`src/rtl/max7219_chain_ctrl.sv`:
```
// ----------------------------------------------------------------------------
// max7219_chain_ctrl
//
// Drives a chain of N_DEV cascaded MAX7219 LED drivers over a 3-wire serial
// bus (LOAD/CS, DIN, SCK). After reset the controller sends the register
// init sequence. It then sits in IDLE and accepts whole-display updates on a
// valid/ready handshake. Each update becomes 9 frames: one intensity frame,
// then one frame per digit.
//
// SCK is a registered data output toggled from a clk-enable style divider.
// It is never used as a clock inside this block.
//
// Frame timing, with T = CLK_DIV and NB = 16*N_DEV:
//   cycle 0            : cs_n low, din = MSB, sck low
//   bit i              : sck high over [(2i+1)T, (2i+2)T), din moves on fall
//   cycle (2NB+1)T     : cs_n high, din low
//   cycles up to +2T   : cs_n held high before the next frame may start
//
// Optional build macro:
//   MAX7219_HEX_DECODE_EN - each digit byte is {dp, 3'bx, nibble}. The nibble
//   is mapped through a hex-to-7-segment table when the frame is loaded.
//   When the macro is undefined, bytes are sent as raw segment patterns.
//   The device decode-mode register is programmed to 00 in both builds.
// ----------------------------------------------------------------------------
module max7219_chain_ctrl #(
  parameter int N_DEV      = 1,
  parameter int CLK_DIV    = 4,
  parameter int SCAN_LIMIT = 7
) (
  input  logic                  clk,
  input  logic                  resetn,
  input  logic                  upd_valid,
  output logic                  upd_ready,
  input  logic [64*N_DEV-1:0]   upd_data,
  input  logic [3:0]            intensity,
  output logic                  busy,
  output logic                  spi_cs_n,
  output logic                  spi_din,
  output logic                  spi_sck
);

  // Frame geometry and counter widths.
  localparam int NB     = 16 * N_DEV;
  localparam int DATA_W = 64 * N_DEV;
  localparam int BW     = $clog2(NB + 1);
  localparam int DW     = (CLK_DIV > 1) ? $clog2(CLK_DIV) : 1;

  localparam logic [BW-1:0] BIT_LAST = BW'(NB);
  localparam logic [DW-1:0] DIV_LAST = DW'(CLK_DIV - 1);

  // Last frame index of each multi-frame sequence.
  localparam logic [3:0] INIT_LAST = 4'd4;
  localparam logic [3:0] UPD_LAST  = 4'd8;

  // Top-level controller states.
  localparam logic [1:0] ST_INIT   = 2'd0;
  localparam logic [1:0] ST_IDLE   = 2'd1;
  localparam logic [1:0] ST_UPDATE = 2'd2;

  // Frame engine phases.
  localparam logic [1:0] PH_OFF   = 2'd0;
  localparam logic [1:0] PH_SHIFT = 2'd1;
  localparam logic [1:0] PH_GAP   = 2'd2;

  logic [1:0]        state;
  logic [1:0]        next_state;
  logic [1:0]        eng_phase;
  logic [DW-1:0]     div_cnt;
  logic [BW-1:0]     bit_cnt;
  logic              gap_second;
  logic [NB-1:0]     shift_reg;
  logic [3:0]        frame_idx;
  logic [DATA_W-1:0] shadow;

  logic              seg_end;
  logic              frame_done;
  logic              handshake;
  logic              load;
  logic              load_upd;
  logic [3:0]        load_idx;
  logic [NB-1:0]     load_word;

  // Segment-pattern encoding of one digit byte. In the hex build, bits 6:4
  // of the byte are don't-care.
`ifdef MAX7219_HEX_DECODE_EN
  function automatic logic [7:0] seg_encode(input logic [7:0] b);
    logic [6:0] s;
    case (b[3:0])
      4'h0:    s = 7'h7E;
      4'h1:    s = 7'h30;
      4'h2:    s = 7'h6D;
      4'h3:    s = 7'h79;
      4'h4:    s = 7'h33;
      4'h5:    s = 7'h5B;
      4'h6:    s = 7'h5F;
      4'h7:    s = 7'h70;
      4'h8:    s = 7'h7F;
      4'h9:    s = 7'h7B;
      4'hA:    s = 7'h77;
      4'hB:    s = 7'h1F;
      4'hC:    s = 7'h4E;
      4'hD:    s = 7'h3D;
      4'hE:    s = 7'h4F;
      default: s = 7'h47;
    endcase
    return {b[7], s};
  endfunction
`else
  function automatic logic [7:0] seg_encode(input logic [7:0] b);
    return b;
  endfunction
`endif

  // Builds the whole NB-bit frame for one position in the init or update
  // sequence. Device k occupies bits [k*16 +: 16], so the highest device is
  // shifted out first. Command frames repeat the same word for every device.
  function automatic logic [NB-1:0] frame_word(input logic             is_upd,
                                               input logic [3:0]       idx,
                                               input logic [3:0]       inten,
                                               input logic [DATA_W-1:0] data);
    logic [NB-1:0] w;
    logic [7:0]    addr;
    logic [7:0]    val;
    int            dig;
    int            base;
    w    = '0;
    addr = 8'h00;
    val  = 8'h00;
    dig  = int'(idx) - 1;
    if (!is_upd) begin
      case (idx)
        4'd0:    begin addr = 8'h0C; val = 8'h01;           end
        4'd1:    begin addr = 8'h09; val = 8'h00;           end
        4'd2:    begin addr = 8'h0B; val = 8'(SCAN_LIMIT);  end
        4'd3:    begin addr = 8'h0A; val = {4'h0, inten};   end
        default: begin addr = 8'h0F; val = 8'h00;           end
      endcase
    end else if (idx == 4'd0) begin
      addr = 8'h0A;
      val  = {4'h0, inten};
    end else begin
      addr = {4'h0, idx};
    end
    for (int k = 0; k < N_DEV; k++) begin
      if (is_upd && (idx != 4'd0)) begin
        base = (k * 8 + dig) * 8;
        w[k*16 +: 16] = {addr, seg_encode(data[base +: 8])};
      end else begin
        w[k*16 +: 16] = {addr, val};
      end
    end
    return w;
  endfunction

  assign load_word = frame_word(load_upd, load_idx, intensity, shadow);

  // Sequencer decisions. Each new frame is loaded on the same edge that ends
  // the previous frame's gap, so back-to-back frames have no extra cycle.
  always_comb begin
    seg_end    = (div_cnt == DIV_LAST);
    frame_done = (eng_phase == PH_GAP) && seg_end && gap_second;
    handshake  = upd_valid && upd_ready;
    next_state = state;
    load       = 1'b0;
    load_upd   = 1'b0;
    load_idx   = 4'd0;
    case (state)
      ST_INIT: begin
        if (eng_phase == PH_OFF) begin
          load = 1'b1;
        end else if (frame_done) begin
          if (frame_idx == INIT_LAST) begin
            next_state = ST_IDLE;
          end else begin
            load     = 1'b1;
            load_idx = frame_idx + 4'd1;
          end
        end
      end
      ST_IDLE: begin
        if (handshake) begin
          next_state = ST_UPDATE;
          load       = 1'b1;
          load_upd   = 1'b1;
        end
      end
      ST_UPDATE: begin
        load_upd = 1'b1;
        if (eng_phase == PH_OFF) begin
          next_state = ST_IDLE;
        end else if (frame_done) begin
          if (frame_idx == UPD_LAST) begin
            next_state = ST_IDLE;
          end else begin
            load     = 1'b1;
            load_idx = frame_idx + 4'd1;
          end
        end
      end
      default: next_state = ST_INIT;
    endcase
  end

  // Controller state, handshake outputs and the shadow copy of the display.
  always_ff @(posedge clk or negedge resetn) begin
    if (!resetn) begin
      state     <= ST_INIT;
      busy      <= 1'b1;
      upd_ready <= 1'b0;
      shadow    <= '0;
    end else begin
      state     <= next_state;
      busy      <= (next_state != ST_IDLE);
      upd_ready <= (next_state == ST_IDLE);
      if (handshake) begin
        shadow <= upd_data;
      end
    end
  end

  // Frame engine: divides clk into T-cycle segments, toggles SCK, and shifts
  // out the frame MSB first, then holds cs_n high for two gap segments.
  always_ff @(posedge clk or negedge resetn) begin
    if (!resetn) begin
      eng_phase  <= PH_OFF;
      div_cnt    <= '0;
      bit_cnt    <= '0;
      gap_second <= 1'b0;
      shift_reg  <= '0;
      frame_idx  <= 4'd0;
      spi_cs_n   <= 1'b1;
      spi_sck    <= 1'b0;
      spi_din    <= 1'b0;
    end else if (load) begin
      eng_phase  <= PH_SHIFT;
      div_cnt    <= '0;
      bit_cnt    <= '0;
      gap_second <= 1'b0;
      shift_reg  <= load_word;
      frame_idx  <= load_idx;
      spi_cs_n   <= 1'b0;
      spi_sck    <= 1'b0;
      spi_din    <= load_word[NB-1];
    end else begin
      case (eng_phase)
        PH_SHIFT: begin
          div_cnt <= seg_end ? '0 : div_cnt + DW'(1);
          if (seg_end) begin
            if (spi_sck) begin
              spi_sck   <= 1'b0;
              shift_reg <= {shift_reg[NB-2:0], 1'b0};
              spi_din   <= shift_reg[NB-2];
              bit_cnt   <= bit_cnt + BW'(1);
            end else if (bit_cnt == BIT_LAST) begin
              spi_cs_n   <= 1'b1;
              spi_din    <= 1'b0;
              eng_phase  <= PH_GAP;
              gap_second <= 1'b0;
            end else begin
              spi_sck <= 1'b1;
            end
          end
        end
        PH_GAP: begin
          div_cnt <= seg_end ? '0 : div_cnt + DW'(1);
          if (seg_end) begin
            if (gap_second) begin
              eng_phase <= PH_OFF;
            end else begin
              gap_second <= 1'b1;
            end
          end
        end
        default: begin
          div_cnt <= '0;
        end
      endcase
    end
  end

endmodule
```
`config.mk`:
```
export PLATFORM = sky130hd
export DESIGN_NAME = max7219_chain_ctrl
export DESIGN_NICKNAME = d
export VERILOG_FILES = /design/src/rtl/max7219_chain_ctrl.sv
export SDC_FILE = /design/constraint.sdc
export NUM_CORES = 1
export LEC_CHECK = 0
export CORE_UTILIZATION = 40
export DETAILED_ROUTE_END_ITERATION = 8
export GPL_TIMING_DRIVEN = 0
export MAX_ROUTING_LAYER = met4
export PLACE_DENSITY = 0.7
export SLEW_MARGIN = 0
export SYNTH_ARGS = -nofsm -noshare
export SYNTH_HDL_FRONTEND = slang
export SYNTH_SLANG_ARGS = --single-unit
export TNS_END_PERCENT = 50
```
`constraint.sdc`:
```
create_clock -name clk -period 7.5 [get_ports clk]
set_input_delay 1.5 -clock clk [delete_from_list [all_inputs] [get_ports clk]]
set_output_delay 1.5 -clock clk [all_outputs]
set_load 0.05 [all_outputs]
```
After elaboration in Yosys (flattened, before gate mapping):

Cells that the tools add are included.

* bits in registers: 100
* input port bits: 71

* add/sub/neg operators: 4
* equality and inequality tests: 19
* shifts and indexed selects: 1
* multiplexer cells: 69
* reductions and logical operators: 21

Operators with widths (number)
* $shiftx A64 B8 Y8: 1
* $mux W15: 4
* $mux W4: 9
* $mux W2: 16
* $mux W1: 26
* $mux W5: 4
* $mux W8: 2
* $ne A3 B3 Y1 const B: 5
* $pmux W3 S4: 1
* $pmux W4 S3: 1
* $eq A4 B2 Y1 const B: 2
* $pmux W4 S2: 1
* $reduce_bool A2 Y1: 4
* $eq A2 B1 Y1 const B: 3
* $eq A2 B2 Y1 const B: 3
* $pmux W2 S3: 1
* $reduce_and A3 Y1: 2
* $reduce_and A6 Y1: 1
* $reduce_bool A3 Y1: 2
* $add A5 B1 Y5 const B: 1
* $eq A5 B5 Y1 const B: 1
* $reduce_and A5 Y1: 1
* $sub A4 B1 Y5 const B: 1
* $add A4 B1 Y4 const B: 1
* other kinds (15): 21

Depth between registers and ports, before layout:

* depth after elaboration: 11
* depth in mapped cells: 15

Worst setup path before layout:

No wires, ideal clock.

* path kind: flip-flop to flip-flop
* from: register frame_idx[0]
* to: register shift_reg[4]
* setup time: 0.134 ns
* data arrival time: 3.135 ns
* setup slack: 4.230 ns
* stages on the path, launching flop included: 14
* path buffers: 4
* path through: dfrtp_1 -> clkbuf_1 -> inv_1 -> ha_1 -> nor4bb_1 -> or3_4 -> nor3_1 -> buf_2 -> ha_1 -> clkbuf_1 -> clkbuf_1 -> mux4_2 -> mux2i_1 -> o22ai_1

* cells in the longest elaborated chain, start to end: 9
* elaborated cells between the ends (all ways): 27

Ends and longest elaborated chain
* from (decl): RTL line 72 `logic [3:0] frame_idx;`
* from (signal assigned): RTL line 240 `frame_idx <= load_idx;`
* $add A4 B1 Y4 (tied with other cells): RTL line 176, 196
* $mux W4, on equally long branches: RTL line 192, 172
* $mux W4, on equally long branches: RTL line 191, 171
* $mux W4, on equally long branches: RTL line 189, 169
* $pmux W4 S2 (*): RTL line 167 `case (state)`
* named net load_idx[0]: RTL line 80 `logic [3:0] load_idx;`
* $sub A4 B1 Y5 / $reduce_bool A4 Y1 (equally long branches): RTL line 129, 145
* $shiftx A64 B8 Y8 / $logic_and A1 B1 Y1 (equally long branches): RTL line 147, 145
* $mux W8 (*): RTL line 145 `if (is_upd && (idx != 4'd0)) begin`
* $mux W15 (*): RTL line 234 `end else if (load) begin`
* to (signal assigned): RTL line 239 `shift_reg <= load_word;`
* to (signal assigned): RTL line 251 `shift_reg <= {shift_reg[NB-2:0], 1'b0};`
* to (decl): RTL line 71 `logic [NB-1:0] shift_reg;`

The timed path passes the listed nets; every way through them passes the cells marked *.
A chain may end at the register's enable or synchronous reset.

Worst setup path in the final report:

* from: register frame_idx[0]
* to: register shift_reg[4]

* cells in the longest elaborated chain, start to end: 9
* elaborated cells between the ends (all ways): 27

Ends and longest elaborated chain (RTL line)
* $add A4 B1 Y4 (tied with other cells): 176, 196
* $mux W4, on equally long branches: 192, 172
* $mux W4, on equally long branches: 191, 171
* $mux W4, on equally long branches: 189, 169
* $pmux W4 S2: 167
* $sub A4 B1 Y5 / $reduce_bool A4 Y1 (equally long branches): 129, 145
* $shiftx A64 B8 Y8 / $logic_and A1 B1 Y1 (equally long branches): 147, 145
* $mux W8: 145
* $mux W15: 234

Several ways; a longest one is shown, not always the timed one.

==> out/metrics.sh <==
REG2REG_SLACK_NS=3.21
WORSTSETUPSTARTPOINTTYPE='flip-flop'
CLOCK_INSERTION_DELAY_WORST_SKEW_NS=0.35
FINALCRITPERIODSHARE_PCT=57.2
ROUTEDWLPERCELL_MICRONS=15.6
POSTROUTEWIRELENGTH_MM=10.9
SYNTHESIS.INSTANCES=435
CRIT_PATH_END_KIND='flip-flop'
WORSTMARGINPINSLEW_NS=0.858
MAX-SLEW-MARGIN-REL_PCT=42.6
CLKSLEWWORSTSETUPHOLDPATHS_NS=0.07
RR_STARTPOINT='frame_idx[0]'
MAX_CLOCK_SKEW_NS=0.00887
SYNTHESIS.YOSYS.WARNINGS=0
DIE_H_MICRONS=115
PLACEABLE_AREA_SQ_UM=12600
SLEW_VIOLATIONS=0
DRTITER0DRC=157
SETUP_VIOL_COUNT_FINAL=0
LAYOUT_COMMONEST_CELL='dfrtp_1'
GRT_FIRST_PASS_WIRELENGTH_MM=18.1
FINAL_CELL_AREA_SQ_UM=6400
CRITICAL_PATH_ARRIVAL_NS=4.51
INTERNAL_POWER_mW=1.34
RUN_STATUS='completed'
DESIGN.DIE.AREA_SQ_UM=13300
POSTSYNTHAREAPERCELL_SQ_UM=11.8
SYNTH_SEQ_CELLS=100
P_SEQ_SHARE_PCT=47.6
CLOCK_TREE.HTREE_LEVEL_COUNT=3
CP_CAPTURE_POINT='shift_reg[4]'
SWITCHING_SHARE_OF_POWER_PCT=29.3
PLACE.GP.CONGESTION=0.844
AREA_DELTA_SYNTH_FINAL_PCT=24.6
WORSTREGTOREGCELLS=13
TIMING.CRITICAL_PATH.FANOUT_MAX=10
FINAL_HOLD_VIOL_COUNT=0
LARGEST_NET_DEGREE_AT_THE_START_OF_GLOBAL_ROUTING=53
INSERTEDDIODECOUNT=0
DESIGN.FINAL.NETS=609
SYNTH_CELL_TYPE_COUNT=45
IOPINCOUNT=76
YOSYS_MOST_USED_DFF='dfrtp_1'
P_CLK_SHARE_PCT=23.1
PLACE.PORT_BUFFERS=75
PLACE_AREA_SQ_UM=6130
HOLD_PATH_CLASS='flip-flop to flip-flop'
INITIAL_CORE_UTIL_PCT=40.9
LAYOUT.CELLS.MOST_COMMON_LIST='dfrtp_1, clkdlybuf4s50_1, mux2_2, nand2_1, clkbuf_1'
FINALCRITICALPERIOD_NS=4.29
TIMING.CRITICAL_PATH.REQUIRED_NS=7.72
RSZ0062_AT_GRT='false'
DRV.MAX_CAP_VIOLATION_COUNT=0
DRT_FIRST_PASS_ITERS=4
VIAS_IN_THE_FIRST_GLOBAL_ROUTE=3637
POWER.IR.VDD_WORST_V=0.000156
DRC=0
POSTROUTEANTENNANETS=0
FLOORPLAN.DIE.WIDTH_MICRONS=115
CTS_RESIZED=0
FINISH.CELL_COUNT_WITHOUT_FILLERS=698
SWITCHINGPOWER_mW=0.554
FINISH.UTILIZATION_PCT=51.0
INITIAL_ANTENNA_VIOLATION_COUNT=0
ROUTE.DETAILED.VIAS_PER_INST=5.18
ACHIEVABLE-FREQUENCY_MHz=233
TNS_NS=0
POST-CTS-SETUP-BUFFER-COUNT=0
TRITONCTS='built'
NUMBER_OF_SYNTHESIZED_FLOPS_WITH_AN_ENABLE_PIN=0
SYNTH.CELL_AREA_SQ_UM=5140
CTS.ROOT.BUFFER_CELL='clkbuf_16'
MAX-CLOCK-PATH-BUFFERS=2
TIMING.RR.END='shift_reg[4]'
COMB_POWER_SHARE_PCT=29.3
DP_HPWL_MM=8.22
POWER_LEAKAGE_nW=2.65
NET_COUNT_AFTER_SYNTHESIS=522
FP-ROW-COUNT=41
ASYNC_FLOP_SHARE_PCT=100
GRTUSAGETOTAL_PCT=18.4
LARGEST_REGISTER_FFS=64
GRT_OVERFLOW=0
CTS_MADE_BUFFERS=9
VIAS=3615
SETUP.WORST_PATH.CLASS='flip-flop to flip-flop'
POWER.DENSITY_CELL_AREA_nW_PER_UM2=295
TIMING.CRITICAL_PATH.FROM='frame_idx[0]'
SYNTH_SEQUENTIAL_AREA_RATIO_PCT=48.7
DPL.CELL_COUNT=683
FRACTION_OF_LAYOUT_INSTANCES_USING_A_DRIVE_STRENGTH_ABOVE_1_PCT=21.5
CLK_SINK_COUNT=100
POST_CTS_HOLD_BUFFER_COUNT=0
==> critical path: stages, from the launching register on <==
cell and delay [ns]:
dfrtp_1 0.34, clkbuf_1 0.33, inv_1 0.09, ha_1 0.24, nor4bb_1 0.17, or3_4 0.41
nor2_1 0.29, nand2_1 0.21, ha_1 0.32, clkbuf_1 0.46, clkbuf_1 0.56, mux4_2 0.43
mux2i_1 0.21, o22ai_1 0.11
==> power groups by stage <==
stage          Combinational [mW]  Sequential [mW]  Clock [mW]
2_1_floorplan               0.392            0.893           0
3_3_place_gp                0.539            0.896           0
3_5_place_dp                0.561            0.912           0
4_1_cts                     0.563            0.901       0.446
5_1_grt                     0.609            0.929       0.466
6_report                    0.554            0.902       0.437
==> synthesized netlist by cell type (3+ instances only) <==
cell	count	share of area [%]
a31oi_1	6	0.73
nand4_1	3	0.37
mux4_2	14	6.1
a21o_1	4	0.58
mux2_2	70	15
xor2_1	6	1.0
clkbuf_1	20	1.5
nor2b_1	4	0.49
o22ai_1	4	0.49
nor3_1	10	0.97
inv_1	14	1.0
a22oi_1	3	0.44
o21ai_1	3	0.29
nor2_1	19	1.4
ha_1	16	3.9
and3_1	3	0.37
mux2i_1	15	2.9
nand3_1	7	0.68
nand2_1	34	2.5
a21oi_1	17	1.7
nand3b_1	5	0.73
o2111ai_1	3	0.51
dfrtp_1	98	48
o31ai_1	3	0.44
a21boi_0	4	0.58
buf_2	5	0.49
o21ai_0	18	1.8
==> worst min path at each step <==
stage | startpoint | endpoint | slack [ns] | depth (start not counted)
final | div_cnt[0] | div_cnt[0] | 0.44 | 1
after floorplan | div_cnt[0] | div_cnt[0] | 0.41 | 1
after global routing | div_cnt[0] | div_cnt[0] | 0.46 | 1
after detailed placement | div_cnt[0] | div_cnt[0] | 0.44 | 1
after global placement | div_cnt[0] | div_cnt[0] | 0.43 | 1
after CTS | div_cnt[0] | div_cnt[0] | 0.45 | 1
==> per-stage QoR <==
stage               worst slack (ns)  hold slack [ns]  power [mW]
floorplan                       4.23            0.415        1.29
global placement                1.27            0.426        1.43
detailed placement              3.26            0.437        1.47
CTS                             3.24            0.446        1.91
global route                    2.99            0.464        2.00
finish                          3.21            0.442        1.89
==> per-layer routing <==
layer	wire (microns)	track usage, %
met2	5400	29.5
met3	421	3.85
met1	4890	23.4
met5	0	-
met4	189	5.37
==> area by class of cell <==
type	instances	area [sq um]
fill	1108	6160
clock inverter	5	35.0
tap	172	215
multi-input combinational	295	2480
timing repair buffer	76	776
buffer	26	104
clock buffer	10	239
sequential	100	2500
inverter	14	52.6
==> cells by family (layout without fill, tap and decap cells) <==
family	after synthesis	in the layout	share of synthesized area [%]
AOI/OAI and AO/OA	72	72	8.64
buffers and inverters	40	131	3.04
DFF	100	100	48.7
and+or+nand+nor	100	100	9.91
xor gates and xnor gates	8	8	1.36
adders and majority gates	16	16	3.90
muxes	99	99	24.4
(Power assumes the default switching activity.)
